`src/rtl/alu_seq.sv`:
```
// alu_seq: handshaked, registered ALU (AND/OR/ADD/SUB/SLT/SLL/SRL) with an
// optional iterative shift-add unsigned multiply (MULTU).
//
// Build option: define ALU_MUL_EN to include the multiplier, CALC state and
// step counter. Without it MULTU decodes as an unsupported code and hiOut
// stays 0.
//
// Ports
//   clk        rising-edge clock
//   reset      asynchronous active-low reset
//   in_valid   request valid            in_ready  unit can accept this cycle
//   dataA      operand A                dataB     operand B / shift amount
//   Signal     6-bit funct code
//   out_valid  result valid             out_ready consumer takes result
//   dataOut    result (MULTU: low half) hiOut     MULTU high half, else 0
//   zero       dataOut == 0             overflow  signed overflow (ADD/SUB)
//   err        unsupported funct code
module alu_seq #(
    parameter int unsigned WIDTH = 32,
    parameter int unsigned SH_W  = $clog2(WIDTH)
) (
    input  logic             clk,
    input  logic             reset,
    input  logic             in_valid,
    output logic             in_ready,
    input  logic [WIDTH-1:0] dataA,
    input  logic [WIDTH-1:0] dataB,
    input  logic [5:0]       Signal,
    output logic             out_valid,
    input  logic             out_ready,
    output logic [WIDTH-1:0] dataOut,
    output logic [WIDTH-1:0] hiOut,
    output logic             zero,
    output logic             overflow,
    output logic             err
);

    localparam logic [5:0] F_AND   = 6'd36;
    localparam logic [5:0] F_OR    = 6'd37;
    localparam logic [5:0] F_ADD   = 6'd32;
    localparam logic [5:0] F_SUB   = 6'd34;
    localparam logic [5:0] F_SLT   = 6'd42;
    localparam logic [5:0] F_SLL   = 6'd0;
    localparam logic [5:0] F_SRL   = 6'd2;
`ifdef ALU_MUL_EN
    localparam logic [5:0] F_MULTU = 6'd25;
`endif

    localparam logic [1:0] S_IDLE = 2'd0;
    localparam logic [1:0] S_DONE = 2'd1;
`ifdef ALU_MUL_EN
    localparam logic [1:0] S_CALC = 2'd2;
    localparam int unsigned CNT_W = $clog2(WIDTH);
`endif

    logic [1:0]       state, state_d;
    logic             valid_d, zero_d, ovf_d, err_d;
    logic [WIDTH-1:0] data_d, hi_d, hi_q;
    logic             accept;

    logic [WIDTH-1:0] sum, diff, alu_res;
    logic             add_ovf, sub_ovf, alu_ovf, alu_err;

`ifdef ALU_MUL_EN
    logic [CNT_W-1:0]   cnt, cnt_d;
    logic [2*WIDTH-1:0] prod, prod_d, prod_step;
    logic [WIDTH-1:0]   mcand, mcand_d;
    logic [WIDTH:0]     mul_sum;
    logic               is_mul;
`endif

    // Handshake: accept in IDLE, or in DONE when the held result drains now.
    assign in_ready = (state == S_IDLE) | ((state == S_DONE) & out_ready);
    assign accept   = in_valid & in_ready;
    assign hiOut    = hi_q;

    // Single-cycle datapath.
    always_comb begin
        sum     = dataA + dataB;
        diff    = dataA - dataB;
        add_ovf = (dataA[WIDTH-1] == dataB[WIDTH-1]) && (sum[WIDTH-1] != dataA[WIDTH-1]);
        sub_ovf = (dataA[WIDTH-1] != dataB[WIDTH-1]) && (diff[WIDTH-1] != dataA[WIDTH-1]);
        alu_res = '0;
        alu_ovf = 1'b0;
        alu_err = 1'b0;
        case (Signal)
            F_AND: alu_res = dataA & dataB;
            F_OR:  alu_res = dataA | dataB;
            F_ADD: begin
                alu_res = sum;
                alu_ovf = add_ovf;
            end
            F_SUB: begin
                alu_res = diff;
                alu_ovf = sub_ovf;
            end
            // Sign of the difference corrected by overflow gives the true signed compare.
            F_SLT: alu_res = WIDTH'(diff[WIDTH-1] ^ sub_ovf);
            F_SLL: alu_res = dataA << dataB[SH_W-1:0];
            F_SRL: alu_res = dataA >> dataB[SH_W-1:0];
            default: alu_err = 1'b1;
        endcase
    end

`ifdef ALU_MUL_EN
    // One shift-add step: add multiplicand into the high half if the current
    // multiplier bit is set, then shift the whole product right by one.
    always_comb begin
        is_mul    = (Signal == F_MULTU);
        mul_sum   = {1'b0, prod[2*WIDTH-1:WIDTH]} + (prod[0] ? {1'b0, mcand} : '0);
        prod_step = {mul_sum, prod[WIDTH-1:1]};
    end
`endif

    // Next-state and registered-output logic.
    always_comb begin
        state_d = state;
        valid_d = out_valid;
        data_d  = dataOut;
        hi_d    = hi_q;
        zero_d  = zero;
        ovf_d   = overflow;
        err_d   = err;
`ifdef ALU_MUL_EN
        cnt_d   = cnt;
        prod_d  = prod;
        mcand_d = mcand;
`endif
        case (state)
            S_IDLE, S_DONE: begin
                if ((state == S_DONE) && out_ready) begin
                    state_d = S_IDLE;
                    valid_d = 1'b0;
                    data_d  = '0;
                    hi_d    = '0;
                    zero_d  = 1'b0;
                    ovf_d   = 1'b0;
                    err_d   = 1'b0;
                end
                if (accept) begin
`ifdef ALU_MUL_EN
                    if (is_mul) begin
                        state_d = S_CALC;
                        cnt_d   = '0;
                        prod_d  = {{WIDTH{1'b0}}, dataB};
                        mcand_d = dataA;
                        valid_d = 1'b0;
                        data_d  = '0;
                        hi_d    = '0;
                        zero_d  = 1'b0;
                        ovf_d   = 1'b0;
                        err_d   = 1'b0;
                    end else
`endif
                    begin
                        state_d = S_DONE;
                        valid_d = 1'b1;
                        data_d  = alu_res;
                        hi_d    = '0;
                        zero_d  = (alu_res == '0);
                        ovf_d   = alu_ovf;
                        err_d   = alu_err;
                    end
                end
            end
`ifdef ALU_MUL_EN
            S_CALC: begin
                prod_d = prod_step;
                cnt_d  = cnt + CNT_W'(1);
                if (cnt == CNT_W'(WIDTH - 1)) begin
                    state_d = S_DONE;
                    valid_d = 1'b1;
                    data_d  = prod_step[WIDTH-1:0];
                    hi_d    = prod_step[2*WIDTH-1:WIDTH];
                    zero_d  = (prod_step[WIDTH-1:0] == '0);
                    ovf_d   = 1'b0;
                    err_d   = 1'b0;
                end
            end
`endif
            default: begin
                state_d = S_IDLE;
                valid_d = 1'b0;
            end
        endcase
    end

    // State and output registers.
    always_ff @(posedge clk or negedge reset) begin
        if (!reset) begin
            state     <= S_IDLE;
            out_valid <= 1'b0;
            dataOut   <= '0;
            hi_q      <= '0;
            zero      <= 1'b0;
            overflow  <= 1'b0;
            err       <= 1'b0;
        end else begin
            state     <= state_d;
            out_valid <= valid_d;
            dataOut   <= data_d;
            hi_q      <= hi_d;
            zero      <= zero_d;
            overflow  <= ovf_d;
            err       <= err_d;
        end
    end

`ifdef ALU_MUL_EN
    // Multiplier working registers.
    always_ff @(posedge clk or negedge reset) begin
        if (!reset) begin
            cnt   <= '0;
            prod  <= '0;
            mcand <= '0;
        end else begin
            cnt   <= cnt_d;
            prod  <= prod_d;
            mcand <= mcand_d;
        end
    end
`endif

endmodule
```
`config.mk`:
```
export PLATFORM = sky130hd
export DESIGN_NAME = alu_seq
export DESIGN_NICKNAME = d
export VERILOG_FILES = /design/src/rtl/alu_seq.sv
export SDC_FILE = /design/constraint.sdc
export NUM_CORES = 1
export LEC_CHECK = 0
export ABC_AREA = 1
export CORE_MARGIN = 3
export CORE_UTILIZATION = 59
export CTS_BUF_LIST = sky130_fd_sc_hd__clkbuf_16
export DETAILED_ROUTE_END_ITERATION = 12
export GPL_TIMING_DRIVEN = 0
export PLACE_DENSITY = 0.84
export SLEW_MARGIN = 20
export SYNTH_ARGS = -nofsm -noshare
export SYNTH_HDL_FRONTEND = slang
export SYNTH_SLANG_ARGS = --single-unit
```
`constraint.sdc`:
```
create_clock -name clk -period 1.9 [get_ports clk]
set_input_delay 0.38 -clock clk [delete_from_list [all_inputs] [get_ports clk]]
set_output_delay 0.38 -clock clk [all_outputs]
set_load 0.02 [all_outputs]
```
==> reports/qor.yml, run 1 <==
endpoint_type: "sequential cell input"
synth.avg_cell_area_sq_um: 5.277
synth_cell_types: 43
syn_inst: 2168
row_count: 50
io_buffers: 110
synth_top_area_share: 0.2047
hold_buffers: 0
postGrtWorstEndpoint: "zero$_DFFE_PN0P_/D"
die_h_microns: 145.3
ys_seq_elements: 36
postPlaceCellArea_sq_um: 13180
ios: 143
clockBufferDepth: 2
grt_max_degree: 37
synthFlopType: "dfrtp_1"
cts_buffers: 5
die-width_microns: 145.3
clock-sinks: 36
stop_stage: "5_1_grt"
dp_hpwl_microns: 44040
synth_most_common_cell: "nand2_1"
track_usage: 0.8652
yosysSeqAreaShare: 0.07874
start_util: 0.6056
grt_overflow: 485
cts.htree.levels: 2
synth-edff-count: 0
cts_root_buf: "clkbuf_16"
synth_area_sq_um: 11440
synth_async_sr_flop_share: 1.000
synth.largest_area_cell: "nand3_1"
synth_commonest_cells: "597 x nand2_1, 468 x nand3_1, 311 x inv_1"
synth.area.top_cells: "nand3_1 20%, nand2_1 20%, ha_1 11%, inv_1 10%, dfrtp_1 7.9%"
gp_congestion: 1.173
firstError: "[ERROR GRT-0232] Routing congestion too high. Check the congestion heatmap in the GUI."
ys_warn_count: 0
status: "did not finish"
per-layer routing:
layer	GRT overflow	track usage
met5	0	0.3952
met2	299	1.011
met4	169	0.9117
met3	10	0.7380
met1	7	0.8432
timing repair:
item	CTS
setup buffers	73
pin swaps	91
endpoints found under the hold margin	0
endpoints found under the setup margin	36
cloned	0
resized for setup	570
per-stage QoR:
stage | hold slack [ps] | setup slack [ps] | cells | utilization
3_5_place_dp | 473.4 | -2734 | 2569 | 0.6976
4_1_cts | 182.9 | -1542 | 2645 | 0.7962
2_1_floorplan | 84.41 | -1320 | 2199 | -
3_3_place_gp | 467.9 | -2595 | 2569 | 0.6978
cells by family after synthesis:
| group | count (synthesis) | synth area share |
|---|---|---|
| compound gates | 174 | 0.08716 |
| buf+inv | 444 | 0.1743 |
| simple gates | 1405 | 0.5404 |
| fa+ha+maj | 105 | 0.1168 |
| flops | 36 | 0.07874 |
| other cells | 1 | 0.0003278 |
| xor+xnor | 3 | 0.002297 |
==> run 2, diff against run 1 <==
- CORE_UTILIZATION: 59 -> 40
- CTS_BUF_LIST: sky130_fd_sc_hd__clkbuf_16 -> not set
- PLACE_DENSITY: 0.84 -> not set
- PLACE_DENSITY_LB_ADDON: not set -> 0.15
==> run 2 against run 1 <==
  * The flow now finishes, with violations (negative setup slack)
  * Synthesized area is the same
  * Synthesized cell count is the same
==> reports/qor.yml, run 2 <==
dp_hpwl_microns: 51090  # was 44040 microns
synthFlopType: "dfrtp_1"  # unchanged
ys_warn_count: 0  # unchanged
drtIter0Drc: 2272
grt_overflow: 0
synth-edff-count: 0  # unchanged
final_common_cell: "nand2_1"
synth_commonest_cells: "597 x nand2_1, 468 x nand3_1, 311 x inv_1"  # unchanged
required_ps: 2110
clockBufferDepth: 2  # unchanged
synth.area.top_cells: "nand3_1 20%, nand2_1 20%, ha_1 11%, inv_1 10%, dfrtp_1 7.9%"  # unchanged
rsz0062_at_grt: "yes"
cp_slowest_cell: "fa_1"
synth_cell_types: 43  # unchanged
ios: 143  # unchanged
multi_input_area_sq_um: 10610
area_delta_synth_final_pct: 45.21
io_buffers: 110  # unchanged
antenna_cells: 0
hold_viol_final: 0
insertion_delay_ps: 280
slowest_delay_ps: 520
setup_viol_count_final: 34
yosysSeqAreaShare: 0.07874  # unchanged
track_usage: 0.4107
synth_most_common_cell: "nand2_1"  # unchanged
die_area_sq_um: 30670
dp_cells: 2688  # was 2569
final_max_slew_viol_count: 0
p_leak_nw: 8.653
synth_top_area_share: 0.2047  # unchanged
grt_max_degree: 34
cts_root_buf: "clkbuf_16"  # unchanged
path_max_fanout: 3
cpMostUsedCell: "nand2_4"
dr.pass1.iters: 6
irDropWorstVdd_mv: 0.3102
worstMarginPinSlew_ps: 821.3
cts_tree: "built"
core_sq_um: 28010
setup_tns_ps: -22540
syn_inst: 2168  # unchanged
grt_pass1_vias: 15220
regMostFlops: "dataOut"
ant_nets: 0
clk_pin_slew_ps: 50
synth.avg_cell_area_sq_um: 5.277  # unchanged
fin_crit_sh: 1.806
synth_area_sq_um: 11440  # unchanged
die-width_microns: 175.1  # was 145.3 microns
clock-sinks: 36  # unchanged
vias: 16863
wirelength_microns: 67810
fillers: 2653
worstHoldPathType: "in2async"
viasPerCell: 5.969
timing.max_cap.violations: 0
grt_antenna_before_repair: 0
postPlaceCellArea_sq_um: 13350  # was 13180 sq um
critPathLaunchType: "input pin"
stdcell_area_sq_um: 16610
regArea_sq_um: 900.9
power_density_nw_per_um2: 373.9
nets: 2625
min_period_ps: 3432
gp_congestion: 1.039  # was 1.173
violations: "negative setup slack"
finClkSkew_ps: 2.868
final_cell_mix: "500 x nand2_1, 398 x nand3_1, 264 x inv_1"
slew_headroom: 0.4525
stdcell_count: 2825
synth_async_sr_flop_share: 1.000  # unchanged
grt_pass1_wl_microns: 94540
cts_buffers: 5  # unchanged
row_count: 61  # was 50
drc: 0
start_util: 0.4085  # was 0.6056
critPathKind: "in2reg"
ys_seq_elements: 36  # unchanged
largest_reg_flops: 32
avgRoutedWirePerCell_microns: 24.00
cts.htree.levels: 2  # unchanged
fin_hold_ws_ps: 437.4
setup_slack_ps: -1532
crit_arrival_ps: 3640
status: "finished, violations left"  # was did not finish
die_h_microns: 175.1  # was 145.3 microns
fmax_mhz: 291.4
critPathCaptureType: "flip-flop"
synth.largest_area_cell: "nand3_1"  # unchanged
drive_gt1_frac: 0.3008
[run 2: cell counts after synthesis]
Identical to the previous run, type by type.
[run 2: layout make-up]
cell class	instances	area share
Timing Repair Buffer	244	0.1303
Multi-Input combinational cell	1719	0.6387
Clock inverter	3	0.002561
Inverter	319	0.07531
Sequential cell	36	0.05423
Clock buffer	5	0.007531
Tap cell	378	0.02847
Buffer	121	0.06289
[run 2: where the power goes]
group	switching [mW]	leakage [nW]	internal (mW)	total, mW
clock	0.323	0.0798	0.616	0.939
combinational	2.88	8.08	1.56	4.45
sequential	0.0234	0.492	0.804	0.828
total	3.23	8.65	2.98	6.21
[run 2: critical path: cells and delay by family]
kind	cells	cell delay, ps
AOI/OAI and AO/OA	3	290
adders and majority gates	2	750
buffers and inverters	6	510
and+or+nand+nor	18	1700
[run 2: metal layers]
| layer | up-vias | GRT usage | part of all wire |
|---|---|---|---|
| li1 | 7468 | - | - |
| met1 | 7742 | 0.5688 | 0.39 |
| met2 | 1358 | 0.6126 | 0.41 |
| met3 | 295 | 0.07540 | 0.13 |
| met4 | 0 | 0.1965 | 0.071 |
| met5 | - | 0 | 0 |
[run 2: kinds of logic (layout without fill, tap and decap cells)]
kind of cell | after synthesis | count (layout) | synth area share
simple gates | 1405 | 1405 | 0.5404
flops | 36 | 36 | 0.07874
compound gates | 174 | 174 | 0.08716
fa+ha+maj | 105 | 105 | 0.1168
xor+xnor | 3 | 3 | 0.002297
buf+inv | 444 | 692 | 0.1743
other cells | 1 | 32 | 0.0003278
[run 2: metrics by stage]
stage / worst slack (ps) / power, mW / util
finish: -1532 / 6.212 / 0.5931
global route: -1666 / 6.473 / 0.5931
CTS: -1542 / 5.666 / 0.5560
detailed placement: -2781 / 4.133 / 0.4765
global placement: -2725 / 4.110 / 0.4759
floorplan: -1320 / 2.929 / -
[run 2: timing repair]
action | CTS | global route
endpoints found under the setup margin | 36 | 35
setup buffers | 94 | 39
cloned | 0 | 0
pin swaps | 84 | 94
resized for setup | 643 | 224
hold buffers | 1 | 0
endpoints found under the hold margin | 3 | 0
[run 2: final timing paths]
path                                   from     endpoint  cells after the start  slack [ps]
worst max-delay path               dataB[3]         zero                     29       -1530
max in group asynchronous             reset  dataOut[28]                      3        1090
min in group clk                dataOut[25]  dataOut[25]                      2         490
worst min register to register  dataOut[25]  dataOut[25]                      2         490
worst max register to register    out_valid   dataOut[9]                      6         100
worst min-delay path                  reset   dataOut[1]                      2         440
Note: power is estimated with default switching activity, not from simulation.
==> run 3, diff against run 2 <==
- clock period: 1.9 -> 3.35 ns (I/O delays scaled with it)
==> run 3 against run 2 <==
  * The run still ends with negative setup slack left
  * Worst hold slack worse by 260 ps
  * Clock skew down 0.91 ps
  * Design area down 11%
  * Clock power down 45%
  * Core utilization down 6.8 points
  * Cell count down 1.5%
  * Critical endpoint unchanged
  * Highest routed layer unchanged
==> reports/qor.yml, run 3 (synthesis results as in run 2) <==
area_delta_synth_final_pct: 28.55  # was 45.21%
p_leak_nw: 7.933  # was 8.653 nW
regToRegStartpoint: "out_valid"  # unchanged
clock-sinks: 36  # unchanged
setup_tns_ps: -511.5  # was -22540 ps
worstHoldPathType: "in2async"  # unchanged
cpMostUsedCell: "nand2_1"  # was nand2_4
dr.pass1.iters: 6  # unchanged
final_common_cell: "nand2_1"  # unchanged
path_max_fanout: 5  # was 3
final_cell_mix: "575 x nand2_1, 464 x nand3_1, 261 x inv_1"  # was 500 x nand2_1, 398 x nand3_1, 264 x inv_1
clockBufferDepth: 2  # unchanged
power_frac_seq: 0.147  # was 0.133
rsz0062_at_grt: "yes"  # unchanged
grt_max_degree: 36  # was 34
critPathKind: "in2reg"  # unchanged
final_max_slew_viol_count: 0  # unchanged
crit_buf_inv: 5  # was 6
ios: 143  # unchanged
p_clk_frac: 0.162  # was 0.151
viasPerCell: 5.745  # was 5.969
die_h_microns: 175.1  # unchanged
r2r_cells: 6  # unchanged
core_sq_um: 28010  # unchanged
drtIter0Drc: 2025  # was 2272
setup_slack_ps: -267.2  # was -1532 ps
ant_nets: 0  # unchanged
fillers: 2976  # was 2653
hold_viol_final: 0  # unchanged
vias: 15983  # was 16863
regMostFlops: "dataOut"  # unchanged
stdcell_count: 2782  # was 2825
largest_reg_flops: 32  # unchanged
gp_congestion: 1.021  # was 1.039
insertion_delay_ps: 280  # about the same
clk_pin_slew_ps: 50  # about the same
status: "finished, violations left"  # unchanged
worst_path_dominant_cell_family: "simple AND/OR/NAND/NOR gates"  # unchanged
slowest_delay_ps: 530  # was 520 ps
sw_frac_of_total: 0.5064  # was 0.5197
die-width_microns: 175.1  # unchanged
avgRoutedWirePerCell_microns: 22.49  # was 24.00 microns
cts_root_buf: "clkbuf_16"  # unchanged
grt_antenna_before_repair: 1  # was 0
start_util: 0.4085  # unchanged
io_buffers: 110  # unchanged
min_period_ps: 3617
cts_buffers: 5  # unchanged
slew_headroom: 0.3781  # was 0.4525
dp_slack_ps: -1854  # was -2781 ps
row_count: 61  # unchanged
drive_gt1_frac: 0.1855  # was 0.3008
critPathCaptureType: "flip-flop"  # unchanged
required_ps: 3550  # was 2110 ps
finClkSkew_ps: 1.959  # was 2.868 ps
r2r-end: "dataOut[7]"  # was dataOut[9]
antenna_cells: 0  # unchanged
wirelength_microns: 62580  # was 67810 microns
p_sw_mw: 1.620  # was 3.228 mW
irDropWorstVdd_mv: 0.1734  # was 0.3102 mV
pwr-share-comb: 0.691  # was 0.716
grt_pass1_wl_microns: 90050  # was 94540 microns
setup_viol_count_final: 3  # was 34
cts_tree: "built"  # unchanged
grt_overflow: 0  # unchanged
violations: "negative setup slack"  # unchanged
crit_arrival_ps: 3820  # was 3640 ps
timing.max_cap.violations: 0  # unchanged
cp_slowest_cell: "fa_1"  # unchanged
track_usage: 0.3911  # was 0.4107
die_area_sq_um: 30670  # unchanged
p_int_mw: 1.579  # was 2.984 mW
grt_pass1_vias: 14357  # was 15220
drc: 0  # unchanged
dp_cells: 2688  # unchanged
critPathLaunchType: "input pin"  # unchanged
nets: 2582  # was 2625
worstMarginPinSlew_ps: 932.8  # was 821.3 ps
power_density_nw_per_um2: 217.5  # was 373.9 nW/um^2
fin_crit_sh: 1.080
fmax_mhz: 276.5
dp_hpwl_microns: 50530  # was 51090 microns
r2r_slack_ps: 1490  # was 100 ps
cts.htree.levels: 2  # unchanged
## run 3: worst reg2reg max path, cell delays in order (launching register included)
cell	delay, ps
dfrtp_1	380
nand2_1	100
nand2_1	130
clkbuf_1	380
inv_1	240
clkbuf_1	260
a22o_1	250
## run 3: routing by layer
| layer | vias up | part of all wire | GRT usage |
|---|---|---|---|
| met5 | - | 0 | 0 |
| met4 | 0 | 0.050 | 0.1539 |
| met3 | 173 | 0.12 | 0.08475 |
| met2 | 1106 | 0.41 | 0.5935 |
| met1 | 7312 | 0.42 | 0.5388 |
| li1 | 7392 | - | - |
## run 3: per-stage QoR
stage	hold slack [ps]	total power [mW]	utilization	cell area, sq um
2_1_floorplan	374.4	1.642	-	11630
3_3_place_gp	470.2	2.304	0.4713	13200
3_5_place_dp	471.9	2.312	0.4719	13220
4_1_cts	173.8	2.983	0.5029	14090
5_1_grt	175.7	3.374	0.5251	14710
6_report	176.4	3.199	0.5251	14710
## run 3: repair_timing
item / CTS / global route
hold buffers: 0 / 0
setup buffers: 46 / 48
endpoints found under the setup margin: 26 / 13
pin swaps: 41 / 55
resized for setup: 295 / 245
## run 3: worst max-delay path by stage
| stage | cells after the start | slack, ps | to | start |
|---|---|---|---|---|
| floorplan | 29 | -180 | zero | dataB[3] |
| global placement | 29 | -1800 | zero | dataB[1] |
| detailed placement | 29 | -1850 | zero | dataB[1] |
| CTS | 29 | -470 | zero | dataB[3] |
| global route | 26 | -380 | zero | dataB[27] |
| finish | 26 | -270 | zero | dataA[19] |
## run 3: power groups by stage
| stage | sequential [mW] | clock, mW | combinational (mW) |
|---|---|---|---|
| final | 0.470 | 0.518 | 2.21 |
| after global routing | 0.472 | 0.540 | 2.36 |
| after CTS | 0.470 | 0.522 | 1.99 |
| after detailed placement | 0.477 | 0 | 1.84 |
| after global placement | 0.475 | 0 | 1.83 |
| after floorplan | 0.501 | 0 | 1.14 |
## run 3: layout make-up
cell class / instances / area [sq um] / share of cell area
clock buffers: 6 / 128.9 / 0.008762
multi-input cells: 1719 / 9311 / 0.6331
repair buffers: 205 / 1759 / 0.1196
well taps: 378 / 473.0 / 0.03216
inverters: 319 / 1252 / 0.08515
clock inverters: 2 / 35.03 / 0.002382
flip-flops and latches: 36 / 900.9 / 0.06125
plain buffers: 117 / 847.1 / 0.05759
==> run 4, diff against run 3 <==
- ABC_CLOCK_PERIOD_IN_PS: not set -> 3350
==> results of run 4 <==
Final layout, timing and power as in run 3 (identical DEF).
